### src/rtl/uart_alu_ctrl_pkg.sv
// Shared state encodings, default frame header and ALU opcode values for the
// UART/ALU frame sequencer, its ALU and its benches.
package uart_alu_ctrl_pkg;

    typedef enum logic [2:0] {
        S_HDR  = 3'd0,
        S_A    = 3'd1,
        S_B    = 3'd2,
        S_OP   = 3'd3,
        S_EXEC = 3'd4,
        S_SEND = 3'd5,
        S_WAIT = 3'd6
    } state_t;

    localparam logic [7:0] HEADER_DEF = 8'hFF;

    typedef enum logic [5:0] {
        OP_SRL = 6'h02,
        OP_SRA = 6'h03,
        OP_ADD = 6'h20,
        OP_SUB = 6'h22,
        OP_AND = 6'h24,
        OP_OR  = 6'h25,
        OP_XOR = 6'h26,
        OP_NOR = 6'h27
    } alu_op_e;

endpackage

### src/rtl/frame_timer.sv
// Inter-byte watchdog: counts while enabled, pulses expire at TIMEOUT_CYC-1 and
// saturates there so it can never wrap back to zero.
module frame_timer #(
    parameter int TIMEOUT_CYC = 1_000_000
) (
    input  logic clk,
    input  logic reset,
    input  logic clr,
    input  logic en,
    output logic expire
);

    localparam int W = $clog2(TIMEOUT_CYC);
    localparam logic [W-1:0] LIMIT = W'(TIMEOUT_CYC - 1);

    logic [W-1:0] cnt;

    always_ff @(posedge clk or negedge reset) begin
        if (!reset)                   cnt <= '0;
        else if (clr)                 cnt <= '0;
        else if (en && cnt != LIMIT)  cnt <= cnt + 1'b1;
    end

    assign expire = en && (cnt == LIMIT);

endmodule

### src/rtl/uart_alu_ctrl.sv
// Frame sequencer between uart_rx/uart_tx and the ALU: [HEADER] A, B, OP in,
// one result byte out. Build option HEADER_CHECK_EN adds the header byte.
module uart_alu_ctrl
    import uart_alu_ctrl_pkg::*;
#(
    parameter int              DBIT        = 8,
    parameter int              OP_W        = 6,
    parameter logic [DBIT-1:0] HEADER      = DBIT'(HEADER_DEF),
    parameter int              TIMEOUT_CYC = 1_000_000
) (
    input  logic            clk,
    input  logic            reset,
    input  logic [DBIT-1:0] rx_data,
    input  logic            rx_done,
    input  logic            tx_done,
    input  logic [DBIT-1:0] alu_result,
    output logic [DBIT-1:0] alu_a,
    output logic [DBIT-1:0] alu_b,
    output logic [OP_W-1:0] alu_op,
    output logic [DBIT-1:0] tx_data,
    output logic            tx_start,
    output logic            busy,
    output logic            frame_err
);

`ifdef HEADER_CHECK_EN
    localparam state_t IDLE_ST = S_HDR;
`else
    localparam state_t IDLE_ST = S_A;
`endif

    state_t state, next;
    logic   tmr_clr, tmr_en, expire;
    logic   err_set, ld_a, ld_b, ld_op;

    frame_timer #(.TIMEOUT_CYC(TIMEOUT_CYC)) u_timer (
        .clk    (clk),
        .reset  (reset),
        .clr    (tmr_clr),
        .en     (tmr_en),
        .expire (expire)
    );

    always_ff @(posedge clk or negedge reset) begin
        if (!reset) begin
            state     <= IDLE_ST;
            alu_a     <= '0;
            alu_b     <= '0;
            alu_op    <= '0;
            tx_data   <= '0;
            frame_err <= 1'b0;
        end else begin
            state     <= next;
            frame_err <= err_set;
            if (ld_a)  alu_a  <= rx_data;
            if (ld_b)  alu_b  <= rx_data;
            if (ld_op) alu_op <= rx_data[OP_W-1:0];
            if (state == S_EXEC) tx_data <= alu_result;
        end
    end

    // A received byte always takes priority over a simultaneous timeout.
    always_comb begin
        next    = state;
        tmr_en  = 1'b0;
        err_set = 1'b0;
        ld_a    = 1'b0;
        ld_b    = 1'b0;
        ld_op   = 1'b0;
        case (state)
            S_HDR: begin
                if (rx_done) begin
                    if (rx_data == HEADER) next = S_A;
                    else                   err_set = 1'b1;
                end
            end
            S_A: begin
`ifdef HEADER_CHECK_EN
                tmr_en = 1'b1;
`endif
                if (rx_done) begin
                    ld_a = 1'b1;
                    next = S_B;
                end else if (expire) begin
                    next    = IDLE_ST;
                    err_set = 1'b1;
                end
            end
            S_B: begin
                tmr_en = 1'b1;
                if (rx_done) begin
                    ld_b = 1'b1;
                    next = S_OP;
                end else if (expire) begin
                    next    = IDLE_ST;
                    err_set = 1'b1;
                end
            end
            S_OP: begin
                tmr_en = 1'b1;
                if (rx_done) begin
                    ld_op = 1'b1;
                    next  = S_EXEC;
                end else if (expire) begin
                    next    = IDLE_ST;
                    err_set = 1'b1;
                end
            end
            S_EXEC:  next = S_SEND;
            S_SEND:  next = S_WAIT;
            S_WAIT:  if (tx_done) next = IDLE_ST;
            default: next = IDLE_ST;
        endcase
        // Every accepted byte moves the state, so a state change covers both clear causes.
        tmr_clr = (next != state);
    end

    assign tx_start = (state == S_SEND);
    assign busy     = (state != S_HDR) && (state != S_A);

endmodule
### config.mk
export PLATFORM = sky130hd
export DESIGN_NAME = uart_alu_ctrl
export DESIGN_NICKNAME = d
export VERILOG_FILES = /design/src/rtl/uart_alu_ctrl_pkg.sv /design/src/rtl/frame_timer.sv /design/src/rtl/uart_alu_ctrl.sv
export SDC_FILE = /design/constraint.sdc
export NUM_CORES = 1
export LEC_CHECK = 0
export ABC_AREA = 0
export BUFFER_PORTS_ARGS = -buffer_cell sky130_fd_sc_hd__buf_4
export CAP_MARGIN = 25
export CELL_PAD_IN_SITES_DETAIL_PLACEMENT = 1
export CELL_PAD_IN_SITES_GLOBAL_PLACEMENT = 1
export CORE_MARGIN = 10
export CORE_UTILIZATION = 39
export CTS_CLUSTER_SIZE = 14
export DETAILED_ROUTE_END_ITERATION = 12
export HOLD_SLACK_MARGIN = 0.15
export PLACE_DENSITY = 0.85
export SYNTH_ARGS = -nofsm -noshare
export SYNTH_HDL_FRONTEND = slang
export SYNTH_HIERARCHICAL = 1
export SYNTH_SLANG_ARGS = --single-unit
### constraint.sdc
create_clock -name clk -period 2.9 [get_ports clk]
set_clock_uncertainty 0.2 [all_clocks]
set_input_delay 0.725 -clock clk [delete_from_list [all_inputs] [get_ports clk]]
set_output_delay 0.725 -clock clk [all_outputs]
set_load 0.01 [all_outputs]
# After elaboration in Yosys (flattened, before gate mapping)
# Index checks and enable logic that the tools add are counted.
[op_classes] n_addsub=1 multipliers=0 div_mod_pow=0 n_lt_le_gt_ge=0 eq_ne=11 shift=0 muxes=20 bitwise=0 reduce_logical=8
[op_table] op="$mux W20" n=2
[op_table] op="$mux W3" n=7
[op_table] op="$pmux W3 S7" n=1
[op_table] op="$add A20 B1 Y20 const B" n=1
[op_table] op="$eq A20 B20 Y1 const B" n=1
[op_table] op="$ne A20 B20 Y1 const B" n=1
[op_table] op="$eq A3 B3 Y1 const B" n=3
[op_table] op="$mux W1" n=9
[op_table] op="$eq A8 B8 Y1 const B" n=1
[op_table] op="$eq A3 B2 Y1 const B" n=2
[op_table] op="$eq A3 B1 Y1 const B" n=1
[op_table] op="$logic_and A1 B1 Y1" n=3
[op_table] op="$logic_not A3 Y1" n=1
[op_table] op="$ne A3 B1 Y1 const B" n=1
[op_table] op="$ne A3 B3 Y1" n=1
[op_table] op="$reduce_bool A3 Y1" n=1
[op_table] op="$reduce_or A3 Y1" n=1
[op_table] op="$pmux W1 S2" n=1
[op_table] op="$reduce_bool A2 Y1" n=1
[op_table] op="$reduce_or A2 Y1" n=1
[word_totals] regBits=54 latchBits=0 mem_bits_rw=0 rom_bits=0 in_bits=20 output_inout_bits=33 elab_cells=47 memories=0

# Logic depth before layout (Yosys ltp)
[depth] word_depth=9 mapped_depth=12 ltp_nobuf=10

# Cells and area by module
# The synthesis kept the hierarchy.
[modules_own_cells] module="uart_alu_ctrl" instances=1 cells_per_inst=108 area_each_um2=1487.7 seq_area_each_um2=852.1
[modules_own_cells] module="frame_timer" instances=1 cells_per_inst=117 area_each_um2=1136.1 seq_area_each_um2=500.5

# Worst setup path before layout
# No wires, ideal clock.
[synth_timing] path_type="register to register" from="register state[1]" to="register u_timer.cnt[0]" setup_ps=132 arrival_time_ps=2584 required_ps=2568 path_slack_ps=-16 path_stages_with_launch=13 n_path_buf=4 period_less_slack_ps=2916 cell_sequence="dfrtp_1 clkbuf_1 and2b_2 buf_4 and4_1 nand3_1 nor2_1 or2_2 a22oi_1 o2111ai_1 dlygate4sd1_1 clkbuf_1 nor2_1"
[synth_via] elab_chain_cells=9 word_cells_on_any_way=22 cone_classes="eq/ne (7); mux (10); reduce/logical (5)"
[synth_rtl] element="from (decl)" line="uart_alu_ctrl.sv:32" text="state_t state, next;"
[synth_rtl] element="from (signal assigned)" line="uart_alu_ctrl.sv:53" text="state <= next;"
[synth_rtl] element="$eq A3 B2 Y1" line="uart_alu_ctrl.sv:70" text="case (state)"
[synth_rtl] element="$reduce_or A2 Y1 (no source line) (*)"
[synth_rtl] element="$mux W1 (*)" line="uart_alu_ctrl.sv:70"
[synth_rtl] element="net tmr_en" line="uart_alu_ctrl.sv:33" text="logic tmr_clr, tmr_en, expire;"
[synth_rtl] element="$logic_and A1 B1 Y1 (*)" line="frame_timer.sv:24" text="assign expire = en && (cnt == LIMIT);"
[synth_rtl] element="net expire" line="uart_alu_ctrl.sv:33"
[synth_rtl] element="$mux W3 (*)" line="uart_alu_ctrl.sv:84, uart_alu_ctrl.sv:94, uart_alu_ctrl.sv:104"
[synth_rtl] element="$mux W3, on equally long branches" line="uart_alu_ctrl.sv:101, uart_alu_ctrl.sv:81, uart_alu_ctrl.sv:91"
[synth_rtl] element="$pmux W3 S7 (*)" line="uart_alu_ctrl.sv:70"
[synth_rtl] element="$ne A3 B3 Y1 (*)" line="uart_alu_ctrl.sv:115" text="tmr_clr = (next != state);"
[synth_rtl] element="net tmr_clr" line="uart_alu_ctrl.sv:33"
[synth_rtl] element="$mux W20 or $reduce_bool A2 Y1 (tied branches)"
[synth_rtl] element="to (signal assigned)" line="frame_timer.sv:21" text="else if (en && cnt != LIMIT) cnt <= cnt + 1'b1;"
[synth_rtl] element="to (decl)" line="frame_timer.sv:16" text="logic [W-1:0] cnt;"
# Mark *: on every way through the listed nets, which the timed path passes. The rest lies on a longest branch.
# A chain may end at the register's enable or synchronous reset.

# Worst setup path after layout
[layout_timing] from="register u_timer.cnt[0]" to="register u_timer.cnt[11]"
[layout_via] elab_chain_cells=7 word_cells_on_any_way=14 cone_classes="add/sub (1); eq/ne (3); mux (7); reduce/logical (3)"
[layout_rtl] element="$eq A20 B20 Y1 (*)" line="frame_timer.sv:24"
[layout_rtl] element="$logic_and A1 B1 Y1 (*)" line="frame_timer.sv:24"
[layout_rtl] element="net expire" line="uart_alu_ctrl.sv:33"
[layout_rtl] element="$mux W3 (*)" line="uart_alu_ctrl.sv:84, uart_alu_ctrl.sv:94, uart_alu_ctrl.sv:104"
[layout_rtl] element="$mux W3, on equally long branches" line="uart_alu_ctrl.sv:101, uart_alu_ctrl.sv:81, uart_alu_ctrl.sv:91"
[layout_rtl] element="$pmux W3 S7 (*)" line="uart_alu_ctrl.sv:70"
[layout_rtl] element="$ne A3 B3 Y1 (*)" line="uart_alu_ctrl.sv:115"
[layout_rtl] element="net tmr_clr" line="uart_alu_ctrl.sv:33"
[layout_rtl] element="$mux W20 or $reduce_bool A2 Y1 (tied branches)"
# Mark *: on every way through the listed nets, which the timed path passes. The rest lies on a longest branch. The select of a mux whose other input is x is not followed.

==> flow_metrics.py <==
metrics = {
    "critical_path": {
        "cp-end-kind": "register",
        "crit_path_top_delay_cell": "or4_1",
        "critical-path-max-stage-delay_ps": 530,
        "critical_path_class": "reg2reg",
        "path_cells": "ha_1, and4_1, nand3_1, nor2_1, or2_2, a22oi_1, o2111ai_1, or4_1, nand2_1",
        "rr_startpoint": "u_timer/cnt[0]$_DFFE_PN0P_",
        "cp.buffers_inverters": 0,
        "crit_start": "u_timer/cnt[0]$_DFFE_PN0P_",
        "critPathRequiredTime_ps": 2950,
        "path_delay_family": "simple AND/OR/NAND/NOR gates",
        "crit_path_max_fanout": 4,
        "start_kind": "register",
        "crit_arrival_ps": 2730,
    },
    "sta": {
        "setup_viol": 0,
        "period_needed_ps": 2680,
        "tightest_slew_ps": 687,
        "rsz0062_at_grt": "false",
        "maxSlewViolCount": 0,
        "max_freq_mhz": 373,
        "fin_ws_ps": 222,
        "fin_tns_setup_ps": 0,
        "hold_viol": 0,
        "relSlewSlack_pct": 54.2,
        "min_period_over_period_pct": 92.3,
    },
    "synthesis": {
        "ys_seq_area_share_pct": 51.5,
        "syn_nets": 246,
        "synth_compound_area_share_pct": 6.10,
        "yosysTopAreaCell": "dfrtp_1",
        "syn_area_per_cell_um2": 11.7,
        "synth_cell_type_count": 50,
        "synth_edf_count": 0,
        "synth_xor_area_share_pct": 4.34,
        "syn_area_mm2": 0.00262,
        "synth_area_leaders": "dfrtp_1, mux2_2, nor2_1, xnor2_1, nand2_1",
        "synth_top_family_by_area": "simple AND/OR/NAND/NOR gates",
        "yosys_warnings": 6,
        "synthSimpleGateAreaFrac_pct": 21.8,
        "syn_inst": 225,
        "synth.mux.area_fraction_pct": 13.3,
        "synthArstFlopShare_pct": 100,
        "ys_seq_elements": 54,
        "ys.flop_type": "dfrtp_1",
        "synth_top_area_share_pct": 50.5,
        "synthAdderAreaFrac_pct": 0.477,
    },
    "placement": {
        "placed_area_mm2": 0.00309,
        "dp_hpwl_um": 4820,
        "port_buffers": 52,
        "pre_cts_ws_ps": 234,
        "place_congestion": 0.847,
        "dp_cells": 349,
    },
    "routing": {
        "firstDrtPassIters": 3,
        "drc": 0,
        "dr_total_vias": 1908,
        "totalWireLength_um": 6390,
        "ant_nets": 0,
        "wl_per_cell_um": 17.9,
        "viasPerCell": 5.34,
        "first_iter_violations": 90,
    },
    "hold_path": {
        "hold_path.class": "in2async",
    },
    "clock_network": {
        "clock_sinks": 54,
        "cts_made_buffers": 5,
        "cts.clk_slew.worst_paths_ps": 110,
        "hold_buffers": 0,
        "ctsResizeCount": 0,
        "root_buffer": "clkbuf_8",
        "clock_latency_ps": 310,
        "post_cts_buffers": 0,
        "cts_tree": "done",
        "cts_buffer_depth": 2,
        "h-tree-depth": 2,
    },
    "grt": {
        "grt_pass1_wl_um": 10500,
        "grt_pass1_vias": 2080,
        "antenna_found_initial": 0,
        "gr-total-overflow": 0,
        "grt_max_degree": 55,
        "grt_util_all_layers_pct": 12.5,
    },
    "floorplan": {
        "rows": 29,
        "core_mm2": 0.00646,
        "chipWidth_um": 102,
        "start_util_pct": 40.6,
        "die_area_mm2": 0.0104,
        "io_pins": 53,
        "fp.dieH_um": 102,
    },
    "final_layout": {
        "nFillCells": 716,
        "final_cells": 357,
        "num-nets-final": 300,
        "regArea_mm2": 0.00135,
        "drive_above_1_share_pct": 40.4,
        "design_area_mm2": 0.00318,
        "n_antenna_cell": 0,
        "multi_input_area_mm2": 0.00121,
        "area_delta_synth_final_pct": 21.2,
    },
    "pwr": {
        "switchingPower_uw": 995,
        "cellPowerDensity_mw_per_mm2": 887,
        "ir_drop_mv": 0.555,
        "pwr-share-clk_pct": 15.3,
        "internal_power_mw": 1.83,
        "sw_frac_of_total_pct": 35.3,
        "combPwrFrac_pct": 43.7,
        "power_frac_seq_pct": 41.0,
        "p_leak_nw": 1.40,
    },
    "run_status": {
        "status": "complete, no violations",
    },
    "run": {
        "cap_violations": 0,
    },
}
-- through the flow --
step	utilization (%)	hold WS (ps)	power, mW
final	49.2	247	2.82
after global routing	49.2	274	3.02
after CTS	49.2	261	2.88
after detailed placement	47.8	278	2.43
after global placement	47.8	274	2.38
after floorplan	-	229	1.86
-- path summary, 6_finish.rpt --
path / endpoint / slack, ps / depth (start not counted)
max: u_timer/cnt[11]$_DFFE_PN0P_ / 220 / 9
min: alu_b[3]$_DFFE_PN0P_ / 250 / 1
max reg2reg: u_timer/cnt[11]$_DFFE_PN0P_ / 220 / 9
min reg2reg: tx_data[0]$_DFFE_PN0P_ / 300 / 1
max in group asynchronous: tx_data[0]$_DFFE_PN0P_ / 1800 / 1
min in group clk: tx_data[0]$_DFFE_PN0P_ / 300 / 1
-- cells in the final DEF, fill, tap and decap left out, types with 2 or more instances in the layout --
master,count
buf_4,57
xor2_1,6
o31ai_1,3
and3_1,5
nor3_1,3
o211ai_1,4
or4_1,5
nor3b_1,3
clkbuf_8,5
mux2_2,29
or2_2,4
clkinvlp_4,2
nand4_1,4
and4_1,2
nand3_2,2
xnor2_1,7
and2_1,4
o21ai_0,9
nor2b_1,2
nor2_1,22
nand2_1,14
nand3_1,5
dfrtp_1,53
a21oi_1,5
-- cell usage after synthesis, types with 2 or more instances --
cell,instances
buf_2,3
nand3_1,5
clkbuf_1,3
buf_4,2
or2_2,4
nand4_1,4
dfrtp_1,53
nor3b_1,3
and3_1,5
o21ai_0,9
o211ai_1,4
nor2b_1,2
o31ai_1,3
nor3_1,3
or4_1,5
and2_1,4
nor2_1,22
nand3_2,2
and4_1,2
xor2_1,6
nand2_1,14
a21oi_1,5
mux2_2,29
xnor2_1,7
-- state kept, by name (all words and copies together), names as in the netlist --
register / cells
state: 3
u_timer/cnt: 20
alu_a: 8
frame_err: 1
tx_data: 8
alu_b: 8
alu_op: 6
-- area by class of cell --
| cell class | count | share of cell area [%] |
|---|---|---|
| Clock inverter | 3 | 0.748 |
| Timing Repair Buffer | 57 | 13.5 |
| Sequential cell | 54 | 42.5 |
| Multi-Input combinational cell | 160 | 37.9 |
| Clock buffer | 5 | 2.16 |
| Tap cell | 77 | 3.03 |
| Inverter | 1 | 0.118 |
-- cells by family (layout without fill, tap and decap cells) --
family	count (synthesis)	count (layout)
AOI/OAI and AO/OA	25	25
buffers and inverters	11	66
and+or+nand+nor	90	90
DFF	54	54
adders and majority gates	1	1
muxes	31	31
xor gates and xnor gates	13	13
-- layer usage --
metal / GRT usage, % / routed length, um / up-vias
met5: 0 / 0 / -
met4: 2.60 / 21 / 0
li1: - / - / 907
met1: 14.5 / 2700 / 958
met3: 5.74 / 526 / 2
met2: 20.7 / 3140 / 41
-- power groups by stage --
stage | combinational (mW) | sequential (mW) | clock, mW
final | 1.23 | 1.16 | 0.432
after global routing | 1.35 | 1.19 | 0.480
after CTS | 1.26 | 1.16 | 0.451
after detailed placement | 1.26 | 1.17 | 0
after global placement | 1.22 | 1.15 | 0
after floorplan | 0.610 | 1.25 | 0
(Power assumes the default switching activity.)
